## config.mk

```make
export PLATFORM = sky130hd
export DESIGN_NAME = reg_fifo
export DESIGN_NICKNAME = d
export VERILOG_FILES = /design/src/rtl/reg_fifo_pkg.sv /design/src/rtl/reg_fifo_reg_we.sv /design/src/rtl/reg_fifo.sv
export SDC_FILE = /design/constraint.sdc
export NUM_CORES = 1
export LEC_CHECK = 0
export ABC_CLOCK_PERIOD_IN_PS = 2600
export BUFFER_PORTS_ARGS = -buffer_cell sky130_fd_sc_hd__buf_2
export CAP_MARGIN = 30
export CELL_PAD_IN_SITES_DETAIL_PLACEMENT = 1
export CELL_PAD_IN_SITES_GLOBAL_PLACEMENT = 2
export CORE_AREA = 8 8 133 135
export DETAILED_ROUTE_END_ITERATION = 8
export DIE_AREA = 0 0 141 143
export GPL_TIMING_DRIVEN = 0
export PLACE_DENSITY = 0.81
export SETUP_SLACK_MARGIN = 0.2
export SKIP_CTS_REPAIR_TIMING = 1
export SLEW_MARGIN = 20
export SYNTH_ARGS = -nofsm -noshare
export SYNTH_HDL_FRONTEND = slang
export SYNTH_SLANG_ARGS = --single-unit
export TNS_END_PERCENT = 100
```

## constraint.sdc

```tcl
create_clock -name clk -period 2.6 [get_ports clk]
set_clock_uncertainty 0.05 [all_clocks]
set_input_delay 0.52 -clock clk [delete_from_list [all_inputs] [get_ports clk]]
set_output_delay 0.52 -clock clk [all_outputs]
set_load 0.02 [all_outputs]
```

## src/rtl/reg_fifo_pkg.sv

```systemverilog
// Shared width helpers and the legality check for the register FIFO depth.
// Everything here is a constant function, so it is usable in parameter expressions.
package reg_fifo_pkg;

  // Bits needed to index DEPTH entries; a pointer wraps naturally at DEPTH.
  function automatic int ptr_width(input int depth);
    return (depth > 1) ? $clog2(depth) : 1;
  endfunction

  // One extra bit so the occupancy can represent the full value DEPTH.
  function automatic int cnt_width(input int depth);
    return ptr_width(depth) + 1;
  endfunction

  function automatic bit depth_legal(input int depth);
    return (depth >= 2) && ((depth & (depth - 1)) == 0);
  endfunction

endpackage

```

## src/rtl/reg_fifo_reg_we.sv

```systemverilog
// Parametrised register with write enable and asynchronous active-low reset.
// Used for every storage entry, both pointers and the occupancy count.
module reg_we #(
  parameter int               WIDTH   = 1,
  parameter logic [WIDTH-1:0] RST_VAL = '0
) (
  input  logic             clk,
  input  logic             rst_aL,
  input  logic             we,
  input  logic [WIDTH-1:0] d,
  output logic [WIDTH-1:0] q
);

  // NOTE: sequential state uses non-blocking assignments so every register
  // samples the pre-edge values of its neighbours, independent of block order.
  always_ff @(posedge clk or negedge rst_aL) begin
    if (!rst_aL) begin
      q <= RST_VAL;
    end else if (we) begin
      q <= d;
    end
  end

endmodule

```

## src/rtl/reg_fifo.sv

```systemverilog
// First-word-fall-through register FIFO: count-based full/empty, flush overrides
// enq/deq, and no enq-to-deq bypass (an entry is visible one edge after it is written).
module reg_fifo
  import reg_fifo_pkg::*;
#(
  parameter int WIDTH = 32,
  parameter int DEPTH = 4
) (
  input  logic                         clk,
  input  logic                         rst_aL,
  input  logic                         flush,
  input  logic                         enq_valid,
  output logic                         enq_ready,
  input  logic [WIDTH-1:0]             enq_data,
  output logic                         deq_valid,
  input  logic                         deq_ready,
  output logic [WIDTH-1:0]             deq_data,
  output logic [cnt_width(DEPTH)-1:0]  count
);

  localparam int             PW       = ptr_width(DEPTH);
  localparam int             CW       = cnt_width(DEPTH);
  localparam logic [CW-1:0]  FULL_CNT = CW'(DEPTH);

  if (!depth_legal(DEPTH) || WIDTH < 1) begin : g_bad_params
    $error("reg_fifo: DEPTH must be a power of two >= 2 and WIDTH >= 1");
  end

  logic [PW-1:0]                head, head_nxt, tail, tail_nxt;
  logic [CW-1:0]                count_nxt;
  logic                         head_we, tail_we, count_we;
  logic                         do_enq, do_deq;
  logic [DEPTH-1:0]             mem_we;
  logic [DEPTH-1:0][WIDTH-1:0]  mem;

  // Handshake flags come from registered state only, never from the partner's valid/ready.
  assign enq_ready = (count != FULL_CNT);
  assign deq_valid = (count != '0);
  assign deq_data  = mem[head];

  assign do_enq = enq_valid && enq_ready && !flush;
  assign do_deq = deq_valid && deq_ready && !flush;

  // NOTE: every signal assigned in always_comb gets a default first, so no
  // path through the block can leave it unassigned and infer a latch.
  always_comb begin
    head_nxt  = head + PW'(1);
    tail_nxt  = tail + PW'(1);
    count_nxt = count;
    head_we   = do_deq;
    tail_we   = do_enq;
    count_we  = do_enq ^ do_deq;
    if (do_enq && !do_deq) begin
      count_nxt = count + CW'(1);
    end else if (do_deq && !do_enq) begin
      count_nxt = count - CW'(1);
    end
    if (flush) begin
      head_nxt  = '0;
      tail_nxt  = '0;
      count_nxt = '0;
      head_we   = 1'b1;
      tail_we   = 1'b1;
      count_we  = 1'b1;
    end
  end

  reg_we #(.WIDTH(PW)) u_head (
    .clk(clk), .rst_aL(rst_aL), .we(head_we), .d(head_nxt), .q(head)
  );

  reg_we #(.WIDTH(PW)) u_tail (
    .clk(clk), .rst_aL(rst_aL), .we(tail_we), .d(tail_nxt), .q(tail)
  );

  reg_we #(.WIDTH(CW)) u_count (
    .clk(clk), .rst_aL(rst_aL), .we(count_we), .d(count_nxt), .q(count)
  );

  // NOTE: storage entries are reset like any other flop, so deq_data reads a
  // defined zero after reset instead of whatever the array powered up with.
  for (genvar i = 0; i < DEPTH; i++) begin : g_entry
    assign mem_we[i] = do_enq && (tail == PW'(i));

    reg_we #(.WIDTH(WIDTH)) u_entry (
      .clk(clk), .rst_aL(rst_aL), .we(mem_we[i]), .d(enq_data), .q(mem[i])
    );
  end

endmodule

```

Yosys cells after proc, flatten, opt, wreduce, memory -nomap -nowiden
Index checks and enable logic that the tools add are counted.
Word-level totals
  register bits after elaboration: 135
  output and inout port bits: 37
  word-level logic and storage cells: 44
Operators by class
  bitwise operators: 1
  add/subtract/negate cells: 4
  eq/ne operators: 4
  $lt $le $gt $ge: 1
  multiplexer cells: 10
  reduce and logical (&&, ||, !) cells: 17
Operator list (number)
  32-bit binary-select mux with 2-bit select: 1
  32-bit two-way mux: 1
  1-bit logical AND: 10
  3-bit two-way mux: 3
  3-bit nonzero test: 2
  2-bit by 1-bit adder with 2-bit output, second input constant: 2
  2-bit equality test, second input constant: 2
  2-bit two-way mux: 2
  3-bit by 1-bit adder with 3-bit output, second input constant: 1
  1-bit logical NOT: 3
  2-bit by 3-bit less-than comparator with 1-bit output, second input constant: 1
  1-bit two-way mux: 3
  3-bit inequality test, second input constant: 1
  3-bit by 1-bit subtractor with 3-bit output, second input constant: 1
  2-bit by 1-bit equality test with 1-bit output, second input constant: 1
  2-bit logical NOT: 1
  2-bit AND reduction: 1
  1-bit XOR: 1

Logic depth before layout (Yosys ltp)
  word-level depth: 8
  gate-level depth with buffers: 9
  gate-level depth less buffers: 8

Hierarchy
A second synthesis with hierarchy kept.
Second synthesis, totals
  cells, all modules: 371
  area total of the unflattened synthesis: 6769.0 µm²
By module, submodules not included
  reg_we at g_entry[0].u_entry ...: area an instance 1345.0 µm², cells an instance 68, times used 4, sequential area each 800.8 µm²
  reg_fifo: area an instance 1134.8 µm², cells an instance 85, times used 1, sequential area each 0.0 µm²
  reg_we at u_head ...: area an instance 72.6 µm², cells an instance 4, times used 2, sequential area each 50.0 µm²
  reg_we at u_count: area an instance 108.9 µm², cells an instance 6, times used 1, sequential area each 75.1 µm²

Least setup slack after synthesis
Ideal clock, no wire load.
  path type: register to register
  start: register u_count.q[1]
  end: register u_count.q[2]
  setup time: 125 ps
  data arrival time: 2259 ps
  required time: 2425 ps
  path slack: 166 ps
  cell stages (with the launch flop): 9
  cells stage by stage: dfrtp_1 or3b_1 buf_6 nand2_1 inv_1 ha_1 fa_1 a31oi_1 mux2_2
Between the ends
  cells in the longest elaborated chain, start to end: 7
  elaborated cells between the ends (all ways): 19
  those cells by class: add/sub: 2; eq/ne: 1; mux: 4; bitwise: 1; reduce/logical: 11
Ends and longest elaborated chain
  from (decl): line reg_fifo_reg_we.sv:11  | output logic [WIDTH-1:0] q
  from (signal assigned): line reg_fifo_reg_we.sv:18  | q <= RST_VAL;
  from (signal assigned): line reg_fifo_reg_we.sv:20  | q <= d;
  3-bit inequality test *: line reg_fifo.sv:37  | assign enq_ready = (count != FULL_CNT);
  via enq_ready: line reg_fifo.sv:13  | output logic enq_ready,
  1-bit logical AND * (2 in a row): line reg_fifo.sv:41  | assign do_enq = enq_valid && enq_ready && !flush;
  1-bit logical NOT: line reg_fifo.sv:55  | end else if (do_deq && !do_enq) begin
  1-bit logical AND: line reg_fifo.sv:55
  3-bit nonzero test (no line)
  2-bit AND reduction (no line)
Mark *: on every way through the listed nets, which the timed path passes. The rest lies on a longest branch. The select of a mux whose other input is x is not followed.
A chain may end at the register's enable or synchronous reset.

Worst setup path after layout
  start: register u_head.q[0]
  end: output port deq_data[0]
Between the ends
  cells in the longest elaborated chain, start to end: 2
Ends and longest elaborated chain
  from (decl): line reg_fifo_reg_we.sv:11
  from (signal assigned): line reg_fifo_reg_we.sv:18
  from (signal assigned): line reg_fifo_reg_we.sv:20
  32-bit binary-select mux with 2-bit select: line reg_fifo.sv:39  | assign deq_data = mem[head];
  32-bit two-way mux (not written as such): line reg_fifo.sv:39
  to (decl): line reg_fifo.sv:17  | output logic [WIDTH-1:0] deq_data,
No other way between the ends. The select of a mux whose other input is x is not followed.

==> results.tsv <==
metric	value	unit
outcome	finished, final reports clean	
initial antenna violation count	0	
initial drt markers	113	
Reg clk slew, reported paths	0.06	ns
Peak VDD IR	0.000523	V
# H-tree levels	4	
core outline area	15600	sq um
routed length per instance	21.8	um
delay-heaviest family, CP	multiplexers	
crit path kind	flip-flop to primary output	
Die Area	20200	sq um
global-route wire length before repair	24400	um
area grow syn2layout	26.0	%
I/O pin count	74	
vias in the first global route	4221	
CP Launch Type	flip-flop	
Die Wd	141	um
Layout Cells excl Fill	703	
Synth Register Bits	135	
ANT nets after route	0	
CTS Buffer Depth	2	
worst hold path type	input port to flip-flop	
GP Congestion	0.714	
port bufs	73	
dpl hpwl	9480	um
nets@finish	518	
Syn. warnings	0	
Crit path top cell by count	buf_12	
row count	46	
CP endpoint kind	primary output	
Mapped Area	6670	sq um
sequential-to-total area share from yosys stat	0.506	
CTS tree	done	
TNS Setup	0	ns
leading area contributor after synthesis	dfrtp_1	
Core Util, Final	0.539	
Required @ worst endpoint	2.03	ns
arrival time at the worst endpoint	1.82	ns
RSZ-0062 raised after global routing	true	
Sink Count	135	
total power	7.48	mW
worst-skew pair later-pin latency	0.42	ns
Tightest Pin Transition	0.515	ns
fmax	419	MHz
Routed WL	15300	um
DRT Pass-1 Iters	4	
Placement Setup Slack	0.0194	ns
Antenna diodes	0	
leakage	3.79	nW
fraction of final layout cells sized beyond drive strength 1	0.634	
minimum hold slack	0.327	ns
max_cap viols	0	
placed cell area	7350	sq um
Cell Pwr Density	889	nW/um^2
Pins Over Slew Limit	0	
DRC viols	0	
worst setup margin	0.213	ns
CP Buf/Inv Count	3	
placed cells	656	
Die H	143	um
post-synth cell types	29	
Finished Cell Area	8410	sq um
final count of hold timing violations	0	
CP cell instances	buf_12 > buf_12 > mux4_2 > buf_6	
GR Util All Layers	0.159	
CTS buffer count	17	
largest net degree at the start of global routing	80	
share of the synthesized area in the top cell type	0.506	
number of vias per cell	5.01	
setup violators final	0	
Synth Net Count	410	
post-synthesis cell count	366	
min Tclk post-route	2.39	ns
final worst path period share	0.918	
Syn Area/Cell	18.2	sq um
Largest stage delay, worst path	0.55	ns
vias	3524	
grt ovf	0	
dominant cells by area after synthesis	dfrtp_1 (51%), mux2_4 (27%), mux4_2 (11%), buf_12 (3.6%), mux2_1 (1.3%)	
starting density of the core	0.428	
Worst path slowest cell	mux4_2	
CTS Root Buffer Type	clkbuf_16	
relative slew slack	0.656	
CP max FO	5	
area by class of cell:
| class | instances | area, sq um |
|---|---|---|
| Tap cell | 216 | 270 |
| Clock inverter | 9 | 126 |
| Buffer | 26 | 408 |
| Inverter | 6 | 22.5 |
| Sequential cell | 135 | 3380 |
| Timing Repair Buffer | 89 | 773 |
| Multi-Input combinational cell | 199 | 2980 |
| Fill cell | 1431 | 7190 |
| Clock buffer | 23 | 448 |
cells by family after synthesis:
| group | after synthesis | share of synthesized area |
|---|---|---|
| adder cells (fa/ha/maj) | 7 | 0.0142 |
| AND/OR/NAND/NOR | 21 | 0.0202 |
| flip-flops | 135 | 0.506 |
| AO/OA/AOI/OAI | 6 | 0.00712 |
| XOR/XNOR | 3 | 0.00394 |
| buffers and inverters | 32 | 0.0534 |
| multiplexers | 162 | 0.395 |
sequential cells by signal, indices dropped and copies added (netlist names):
register,count
u_tail.q,2
g_entry.u_entry.q,128
u_head.q,2
u_count.q,3
final timing paths:
kind / to / cells past startpoint / startpoint / slack, ns
min: g_entry[0].u_entry.q[31] / 2 / enq_data[31] / 0.33
max reg2reg: u_count.q[2] / 9 / u_count.q[0] / 0.24
max: deq_data[0] / 4 / u_head.q[0] / 0.21
min reg2reg: g_entry[1].u_entry.q[15] / 1 / g_entry[1].u_entry.q[15] / 0.43
min in group asynchronous: g_entry[3].u_entry.q[2] / 2 / rst_aL / 0.57
max in group asynchronous: u_count.q[0] / 3 / rst_aL / 1.16
report_power, final:
part	switching (mW)	internal, mW	leakage (nW)
clock	0.894	1.50	0.279
combinational	0.703	1.34	1.83
sequential	0.342	2.70	1.68
total	1.94	5.54	3.79
synth_stat cells:
| cell | number |
|---|---|
| nor2b_1 | 2 |
| nor2_1 | 8 |
| o311ai_0 | 1 |
| fa_1 | 1 |
| or2_2 | 1 |
| dfrtp_1 | 135 |
| buf_12 | 12 |
| or3b_1 | 1 |
| inv_1 | 6 |
| nand4b_1 | 1 |
| buf_6 | 5 |
| buf_2 | 3 |
| xor2_1 | 2 |
| mux2_4 | 120 |
| xnor2_1 | 1 |
| mux2_1 | 8 |
| ha_1 | 6 |
| clkbuf_1 | 6 |
| and3_4 | 4 |
| or3_1 | 1 |
| a31oi_1 | 1 |
| mux2_2 | 2 |
| nor3b_1 | 1 |
| nand2_1 | 1 |
| a211oi_1 | 1 |
| mux4_2 | 32 |
| o31ai_1 | 2 |
| and2_1 | 1 |
| o21ba_2 | 1 |
layout by cell type (no fill, tap or decap), drive strengths merged, types with 2 or more instances in the layout:
cell and n:
bufinv 3, ha 6, o31ai 2, clkinv 5
nor2b 2, xor2 2, buf 105, clkbuf 32
dfrtp 135, inv 6, mux2 130, and3 4
mux4 32, nor2 8
routing by layer:
| layer | vias up | track usage | wire length [um] |
|---|---|---|---|
| met5 | - | 0 | 0 |
| met4 | 0 | 0.0526 | 161 |
| met3 | 12 | 0.0417 | 621 |
| met2 | 71 | 0.248 | 7440 |
| met1 | 1887 | 0.211 | 7090 |
| li1 | 1554 | - | - |
No activity file was read; power rests on OpenSTA's default activity.
